<file path="src/rtl/strela_ctrl_unit.sv">
// STRELA CGRA control/status unit: MMIO register file, run sequencer, saturating
// performance counters and a maskable done interrupt.
module strela_ctrl_unit #(
    parameter int unsigned IN_NODES  = 4,
    parameter int unsigned OUT_NODES = 4,
    parameter int unsigned CTR_WIDTH = 32
) (
    input  logic                            clk_i,
    input  logic                            rst_i,
    input  logic                            reg_req_i,
    input  logic                            reg_we_i,
    input  logic [7:0]                      reg_addr_i,
    input  logic [31:0]                     reg_wdata_i,
    output logic [31:0]                     reg_rdata_o,
    output logic                            reg_rvalid_o,
    output logic [31:0]                     conf_addr_o,
    output logic [31:0]                     conf_size_o,
    output logic [1:0]                      sew_o,
    output logic [32*IN_NODES-1:0]          in_addr_o,
    output logic [32*IN_NODES-1:0]          in_size_o,
    output logic [32*OUT_NODES-1:0]         out_addr_o,
    output logic [32*OUT_NODES-1:0]         out_size_o,
    output logic [IN_NODES+OUT_NODES-1:0]   chan_en_o,
    output logic                            conf_start_o,
    input  logic                            conf_done_i,
    input  logic [IN_NODES+OUT_NODES-1:0]   chan_ready_i,
    output logic                            exec_start_o,
    input  logic [OUT_NODES-1:0]            out_done_i,
    input  logic                            stall_i,
    output logic                            busy_o,
    output logic                            irq_o
);
    localparam int unsigned NCH      = IN_NODES + OUT_NODES;
    localparam int unsigned BASE_OUT = 32'h20 + 8 * IN_NODES;
    localparam int unsigned BASE_CTR = BASE_OUT + 8 * OUT_NODES;
    localparam logic [CTR_WIDTH-1:0] CTR_MAX = '1;

    typedef enum logic [2:0] {
        StIdle = 3'd0,
        StConf = 3'd1,
        StWait = 3'd2,
        StExec = 3'd3,
        StDone = 3'd4
    } state_e;

    state_e state_q, state_d;
    logic conf_start_q, conf_start_d, exec_start_q, exec_start_d;
    logic [31:0] conf_addr_q, conf_size_q;
    logic [1:0] sew_q;
    logic [NCH-1:0] mask_q;
    logic [IN_NODES-1:0][31:0] in_addr_q, in_size_q;
    logic [OUT_NODES-1:0][31:0] out_addr_q, out_size_q;
    logic irq_en_q, done_q;
    logic [CTR_WIDTH-1:0] ctr_bs_q, ctr_exec_q, ctr_stall_q;
    logic [31:0] rdata_q, rdata_d;
    logic rvalid_q;

    logic wr, rd, ctrl_wr, start_req, clr_req, idle, cfg_wr;
    logic [OUT_NODES-1:0] out_mask;

    assign wr        = reg_req_i & reg_we_i;
    assign rd        = reg_req_i & ~reg_we_i;
    assign ctrl_wr   = wr & (reg_addr_i == 8'h00);
    assign start_req = ctrl_wr & reg_wdata_i[0];
    assign clr_req   = ctrl_wr & reg_wdata_i[1];
    assign idle      = (state_q == StIdle);
    assign cfg_wr    = wr & idle;
    assign out_mask  = mask_q[NCH-1:IN_NODES];

    function automatic logic [CTR_WIDTH-1:0] sat_inc(input logic [CTR_WIDTH-1:0] v);
        return (v == CTR_MAX) ? v : v + CTR_WIDTH'(1);
    endfunction

    always_comb begin
        state_d      = state_q;
        conf_start_d = 1'b0;
        exec_start_d = 1'b0;
        unique case (state_q)
            StIdle: begin
                if (start_req) begin
                    if (conf_size_q != 32'd0) begin
                        state_d      = StConf;
                        conf_start_d = 1'b1;
                    end else begin
                        state_d = StWait;
                    end
                end
            end
            StConf: if (conf_done_i) state_d = StWait;
            StWait: begin
                if (&(chan_ready_i | ~mask_q)) begin
                    state_d      = StExec;
                    exec_start_d = 1'b1;
                end
            end
            // out_done_i may still hold the previous run's level during the first cycle
            StExec: begin
                if (~|out_mask || (!exec_start_q && &(out_done_i | ~out_mask))) state_d = StDone;
            end
            StDone: state_d = StIdle;
            default: state_d = StIdle;
        endcase
    end

    always_ff @(posedge clk_i or posedge rst_i) begin
        if (rst_i) begin
            state_q      <= StIdle;
            conf_start_q <= 1'b0;
            exec_start_q <= 1'b0;
        end else begin
            state_q      <= state_d;
            conf_start_q <= conf_start_d;
            exec_start_q <= exec_start_d;
        end
    end

    always_ff @(posedge clk_i or posedge rst_i) begin
        if (rst_i) begin
            conf_addr_q <= '0;
            conf_size_q <= '0;
            sew_q       <= '0;
            mask_q      <= '0;
            in_addr_q   <= '0;
            in_size_q   <= '0;
            out_addr_q  <= '0;
            out_size_q  <= '0;
            irq_en_q    <= 1'b0;
            done_q      <= 1'b0;
        end else begin
            if (cfg_wr) begin
                if (reg_addr_i == 8'h04) conf_addr_q <= reg_wdata_i;
                if (reg_addr_i == 8'h08) conf_size_q <= reg_wdata_i;
                if (reg_addr_i == 8'h0C) sew_q <= reg_wdata_i[1:0];
                if (reg_addr_i == 8'h10) mask_q <= reg_wdata_i[NCH-1:0];
                for (int unsigned i = 0; i < IN_NODES; i++) begin
                    if (reg_addr_i == 8'(32'h20 + 8 * i)) in_addr_q[i] <= reg_wdata_i;
                    if (reg_addr_i == 8'(32'h24 + 8 * i)) in_size_q[i] <= reg_wdata_i;
                end
                for (int unsigned j = 0; j < OUT_NODES; j++) begin
                    if (reg_addr_i == 8'(BASE_OUT + 8 * j)) out_addr_q[j] <= reg_wdata_i;
                    if (reg_addr_i == 8'(BASE_OUT + 4 + 8 * j)) out_size_q[j] <= reg_wdata_i;
                end
            end
            if (ctrl_wr) irq_en_q <= reg_wdata_i[2];
            // Completion outranks a same-cycle W1C so a finished run is never lost
            if (state_q == StDone) done_q <= 1'b1;
            else if ((idle && start_req) || (ctrl_wr && reg_wdata_i[3])) done_q <= 1'b0;
        end
    end

    always_ff @(posedge clk_i or posedge rst_i) begin
        if (rst_i) begin
            ctr_bs_q    <= '0;
            ctr_exec_q  <= '0;
            ctr_stall_q <= '0;
        end else if (clr_req) begin
            ctr_bs_q    <= '0;
            ctr_exec_q  <= '0;
            ctr_stall_q <= '0;
        end else begin
            if (state_q == StConf) ctr_bs_q <= sat_inc(ctr_bs_q);
            if (state_q == StExec) ctr_exec_q <= sat_inc(ctr_exec_q);
            if (state_q == StExec && stall_i) ctr_stall_q <= sat_inc(ctr_stall_q);
        end
    end

    always_comb begin
        rdata_d = '0;
        if (reg_addr_i == 8'h00) rdata_d = {25'd0, state_q, done_q, irq_en_q, 2'b00};
        if (reg_addr_i == 8'h04) rdata_d = conf_addr_q;
        if (reg_addr_i == 8'h08) rdata_d = conf_size_q;
        if (reg_addr_i == 8'h0C) rdata_d[1:0] = sew_q;
        if (reg_addr_i == 8'h10) rdata_d[NCH-1:0] = mask_q;
        for (int unsigned i = 0; i < IN_NODES; i++) begin
            if (reg_addr_i == 8'(32'h20 + 8 * i)) rdata_d = in_addr_q[i];
            if (reg_addr_i == 8'(32'h24 + 8 * i)) rdata_d = in_size_q[i];
        end
        for (int unsigned j = 0; j < OUT_NODES; j++) begin
            if (reg_addr_i == 8'(BASE_OUT + 8 * j)) rdata_d = out_addr_q[j];
            if (reg_addr_i == 8'(BASE_OUT + 4 + 8 * j)) rdata_d = out_size_q[j];
        end
        if (reg_addr_i == 8'(BASE_CTR)) rdata_d[CTR_WIDTH-1:0] = ctr_bs_q;
        if (reg_addr_i == 8'(BASE_CTR + 4)) rdata_d[CTR_WIDTH-1:0] = ctr_exec_q;
        if (reg_addr_i == 8'(BASE_CTR + 8)) rdata_d[CTR_WIDTH-1:0] = ctr_stall_q;
    end

    always_ff @(posedge clk_i or posedge rst_i) begin
        if (rst_i) begin
            rdata_q  <= '0;
            rvalid_q <= 1'b0;
        end else begin
            rvalid_q <= rd;
            if (rd) rdata_q <= rdata_d;
        end
    end

    assign reg_rdata_o  = rdata_q;
    assign reg_rvalid_o = rvalid_q;
    assign conf_addr_o  = conf_addr_q;
    assign conf_size_o  = conf_size_q;
    assign sew_o        = sew_q;
    assign in_addr_o    = in_addr_q;
    assign in_size_o    = in_size_q;
    assign out_addr_o   = out_addr_q;
    assign out_size_o   = out_size_q;
    assign chan_en_o    = mask_q;
    assign conf_start_o = conf_start_q;
    assign exec_start_o = exec_start_q;
    assign busy_o       = ~idle;
    assign irq_o        = done_q & irq_en_q;

endmodule
</file>
<file path="config.mk">
export PLATFORM = sky130hd
export DESIGN_NAME = strela_ctrl_unit
export DESIGN_NICKNAME = d
export VERILOG_FILES = /design/src/rtl/strela_ctrl_unit.sv
export SDC_FILE = /design/constraint.sdc
export NUM_CORES = 1
export LEC_CHECK = 0
export CAP_MARGIN = 0
export CORE_MARGIN = 1
export CORE_UTILIZATION = 50
export DETAILED_ROUTE_END_ITERATION = 10
export PLACE_DENSITY_LB_ADDON = 0.25
export REMOVE_ABC_BUFFERS = 1
export SLEW_MARGIN = 15
export SYNTH_ARGS = -nofsm -noshare
export SYNTH_HDL_FRONTEND = slang
export SYNTH_SLANG_ARGS = --single-unit
</file>
<file path="constraint.sdc">
create_clock -name clk_i -period 26.7 [get_ports clk_i]
set_input_delay 4.005 -clock clk_i [delete_from_list [all_inputs] [get_ports clk_i]]
set_output_delay 4.005 -clock clk_i [all_outputs]
set_load 0.03 [all_outputs]
</file>
Word-level counts from Yosys, hierarchy flattened
Index checks and enable logic that the tools add are counted.
{ "word_totals": {"n_memories": 0, "word_cells": 171, "ram_bits": 0, "reg_bits": 722, "latch_bits": 0, "mem_bits_ro": 0, "input_bits": 58} }
{ "classes": {"muxes": 46, "multipliers": 0, "magnitude_cmp": 0, "n_bitwise": 13, "n_reduce_logical": 42, "n_eq_ne": 37, "add_sub_neg": 3, "n_shift": 0, "n_div": 0} }
{ "op_table": {"columns": ["operator", "count"], "rows": [
  ["$mux W32", 30],
  ["$add A32 B1 Y32 const B", 3],
  ["$eq A32 B32 Y1 const B", 3],
  ["$eq A8 B7 Y1 const B", 11],
  ["$eq A8 B6 Y1 const B", 8],
  ["$reduce_and A2 Y1", 23],
  ["$reduce_bool A32 Y1", 1],
  ["$eq A8 B4 Y1 const B", 2],
  ["$ne A2 B2 Y1 const B", 7],
  ["$mux W3", 4],
  ["$pmux W3 S4", 1],
  ["$eq A8 B3 Y1 const B", 1],
  ["$eq A8 B5 Y1 const B", 1],
  ["$logic_not A8 Y1", 1],
  ["$mux W8", 1],
  ["$not A8 Y8", 1],
  ["$or A8 B8 Y8", 1],
  ["$reduce_and A4 Y1", 2],
  ["$reduce_and A8 Y1", 1],
  ["$reduce_bool A2 Y1", 4],
  ["$and A1 B1 Y1", 7],
  ["$mux W1", 7],
  ["$mux W7", 1],
  ["$eq A3 B2 Y1 const B", 2],
  ["other kinds (11)", 18]
]} }

Logic depth before layout (Yosys ltp)
{ "depth": {"ltp_word": 25, "ltp_mapped": 11, "ltp_nobuf": 8} }

Least setup slack after synthesis
OpenSTA, ideal clock, no wires.
{ "synth_path": {"path_kind": "input port to flip-flop", "start": "input port reg_addr_i[6]", "end": "register in_size_q, in the netlist in_size_o[41]", "required_ns": 26.575, "path_stages": 8, "n_path_buf": 4, "slack_ns": 20.566, "t_arrival_ns": 6.010, "path_cell_list": "clkbuf_1 clkbuf_1 nor4b_1 clkbuf_1 nand2_1 nor2_1 buf_2 mux2_2"} }
{ "synth_via": {"elab_chain_len": 2} }
{ "synth_rtl": {"columns": ["element", "line", "source"], "rows": [
  ["start: declaration", "12", "input logic [7:0] reg_addr_i,"],
  ["$eq A8 B6 Y1", "137", "if (reg_addr_i == 8'(32'h24 + 8 * i)) in_size_q[i] <= reg_wdata_i;"],
  ["$reduce_and A2 Y1 (no source line)", null, null],
  ["end signal: indexed assignment", "137", null],
  ["end: declaration", "51", "logic [IN_NODES-1:0][31:0] in_addr_q, in_size_q;"]
]} }
Every way passes these cells.
A chain may end at the register's enable or synchronous reset.

==> flow_summary.toml <==
[cells_and_area]
finalNonFillerCells = 4633
multi_input_area_um2 = 15800
nets = 3701
num-fill-cells = 5417
drive_gt1_frac = 0.234
seq_area_um2 = 18100
syn2layout_area_growth_pct = 29.4

[placement]
place_inst = 4491
place_congestion = 1.00
hpwlAfterDp_um = 109000
dp_slack_ps = 17180
io_buffers = 680

[detailed_routing]
ant_nets = 0
vias_per_cell = 6.71
drc = 0
routed_wl_um = 154000
avgRoutedWirePerCell_um = 33.2
drtIter0Drc = 4360
num_vias = 31100
dr.pass1.iters = 8

[power]
p_total_mw = 2.53
power.share.clock = 0.422
pwr-share-seq = 0.461
p_sw_uw = 695
power.leakage_nw = 19.7
power-per-cell-area_nw_per_um2 = 56.3
p_comb_frac = 0.117
p_sw_frac = 0.274
irDropWorstVdd_v = 0.0000488
p_int_mw = 1.84

[global_route]
grt.met1_usage = 0.539
met2_usage = 0.643
grt_overflow_total = 0
antenna_found_initial = 4
grt_pass1_vias = 29600
grt.total_usage = 0.428
grt_busiest_layer = "met2"
grt_pass1_wl_um = 218000
use_met3 = 0.142
grt_max_degree = 97

[floorplanning]
dieArea_um2 = 70700
num_rows = 96
coreArea_um2 = 68700
ios = 681
start_util = 0.507
die_h_um = 266
die_w_um = 266

[clock_tree]
clock_sinks = 722
clkTransAtPathRegs_ps = 60
cts_post_setup_buffers_inserted = 0
cts_root_buffer = "clkbuf_16"
htree_num_levels = 3
cts_resized = 0
clockBufferDepth = 3
cts_tree = "built"
clk_latency_ps = 650
hold_buffers = 0
numCtsBuffers = 78

[critical_path]
reg2reg_from = "state_q[1]"
crit_type = "input pin to async pin"
end_kind = "async pin"
worstPathArrival_ps = 9390
cp.required_ps = 27380
reg2reg_to = "out_size_o[4]"
rr_worst_depth = 5
crit_path_start_kind = "input pin"
r2r_setup_slack_ps = 23250
crit_path_max_fanout = 89

[sta]
max_slew_margin = 0.123
fmax_mhz = 115
rsz0062_at_grt = "false"
worstMarginPinSlew_ps = 1310
setup_ws_ps = 17980
setup_viol = 0
holdWs_ps = 490
maxSlewViolCount = 0
min_period_over_period = 0.326
skew_ps = 33.3
hold_viol = 0
period_minus_slack_ps = 8720
setup_tns_ps = 0

[logic_synthesis]
yosys_warnings = 0
synth_area_um2 = 34800
ys_ff_latch = 722
synth_cells = 3044
seq_area_frac_synth = 0.519
syn_area_per_cell_um2 = 11.4
async_reset_ff_frac = 1.00
yosysUniqueCellTypes = 85
synth_enable_flop_cells = 0
ys.flop_type = "dfrtp_1"

[flow_run]
max_cap_violations = 0

[status]
status = "finished, final reports clean"

[worst_hold_path]
min_path_cells = 2
hold_path_class = "flop to flop"
hold_path_end = "reg_rdata_o[16]"
hold_path_startpoint = "reg_rdata_o[16]"
[cell families (layout without fill, tap and decap cells)]
| family | count (synthesis) | after routing | share of synthesized area |
|---|---|---|---|
| fa+ha+maj | 3 | 3 | 0.00108 |
| buf+inv | 272 | 923 | 0.0324 |
| other cells | 0 | 7 | 0 |
| flops | 722 | 722 | 0.519 |
| mux | 642 | 642 | 0.209 |
| xor+xnor | 79 | 79 | 0.0199 |
| compound gates | 668 | 668 | 0.125 |
| simple gates | 658 | 658 | 0.0936 |
[per-stage QoR]
step           utilization  area [um^2]
6_report             0.656        45000
5_1_grt              0.655        45000
4_1_cts              0.655        45000
3_5_place_dp         0.619        42600
2_1_floorplan            -        33800
3_3_place_gp         0.619        42600
[metal layers]
| layer | part of all wire | up-vias |
|---|---|---|
| met5 | 0 | - |
| met4 | 0.074 | 0 |
| met3 | 0.13 | 583 |
| met2 | 0.44 | 2293 |
| met1 | 0.36 | 15700 |
| li1 | - | 12500 |
[sequential cells by signal, indices dropped and copies added, names as in the netlist, 2 cells and up]
signal       cells
ctr_stall_q     32
state_q          3
conf_size_o     32
sew_o            2
reg_rdata_o     32
ctr_bs_q        32
out_addr_o     128
out_size_o     128
chan_en_o        8
conf_addr_o     32
ctr_exec_q      32
in_size_o      128
in_addr_o      128
[power by group through the flow]
stage	combinational, mW	sequential, mW	clock [mW]
after floorplan	0.0917	1.23	0
after detailed placement	0.291	1.19	0
after CTS	0.292	1.17	1.07
after global routing	0.309	1.17	1.11
after global placement	0.287	1.19	0
final	0.297	1.17	1.07
[critical path, cell delays in order]
cell and delay [ps]:
clkdlybuf4s50_1 490, inv_8 450, buf_4 810, buf_4 830
buf_4 820, buf_4 910, buf_4 790
[cell usage in the layout, fill, tap and decap left out, types with 33 or more instances in the layout]
| master | n |
|---|---|
| o22ai_1 | 78 |
| mux2_2 | 603 |
| nor3_1 | 41 |
| a21oi_1 | 146 |
| clkdlybuf4s50_1 | 678 |
| buf_4 | 81 |
| a22oi_1 | 78 |
| o21ai_0 | 151 |
| clkbuf_16 | 80 |
| xor2_1 | 33 |
| dfrtp_1 | 722 |
| xnor2_1 | 46 |
| nand2_1 | 147 |
| nand3_1 | 57 |
| nor2_1 | 195 |
| nor4_1 | 36 |
[synth_stat cells (all sizes together) (16+ instances only)]
cell type  instances  area share
or3               28      0.0051
xor2              33      0.0083
a221oi            30      0.0075
clkbuf           153       0.017
a221o             16      0.0046
nand2            147       0.016
a211oi            17      0.0037
nand3             57      0.0082
mux2i             32      0.0092
o221ai            16      0.0040
o22ai             78       0.014
dfrtp            722        0.52
nor2             215       0.023
mux2             604        0.20
buf               90       0.013
a22oi             78       0.017
o21ai            155       0.022
nor4              38      0.0068
inv               27      0.0029
nor3              47      0.0069
xnor2             46       0.012
a21oi            146       0.021
nand4             33      0.0064
and3              16      0.0029
[area by class of cell]
class                      count  area share
antenna                        7    0.000389
clock buffer                 114      0.0504
clock inverter                21     0.00408
inverter                      29     0.00258
multi-input combinational   2050       0.351
sequential                   722       0.401
tap                          931      0.0259
timing repair buffer         759       0.164
[worst max-delay path by stage]
| stage | start | to | slack (ps) | cells after the start |
|---|---|---|---|---|
| 3_3_place_gp | rst_i | in_size_o[53] | 17240 | 7 |
| 4_1_cts | rst_i | in_size_o[51] | 17840 | 7 |
| 5_1_grt | rst_i | in_size_o[38] | 17270 | 7 |
| 2_1_floorplan | rst_i | chan_en_o[0] | 2440 | 1 |
| 3_5_place_dp | rst_i | in_addr_o[5] | 17180 | 7 |
| 6_report | rst_i | in_addr_o[5] | 17980 | 7 |
No activity file was read; power rests on OpenSTA's default activity.
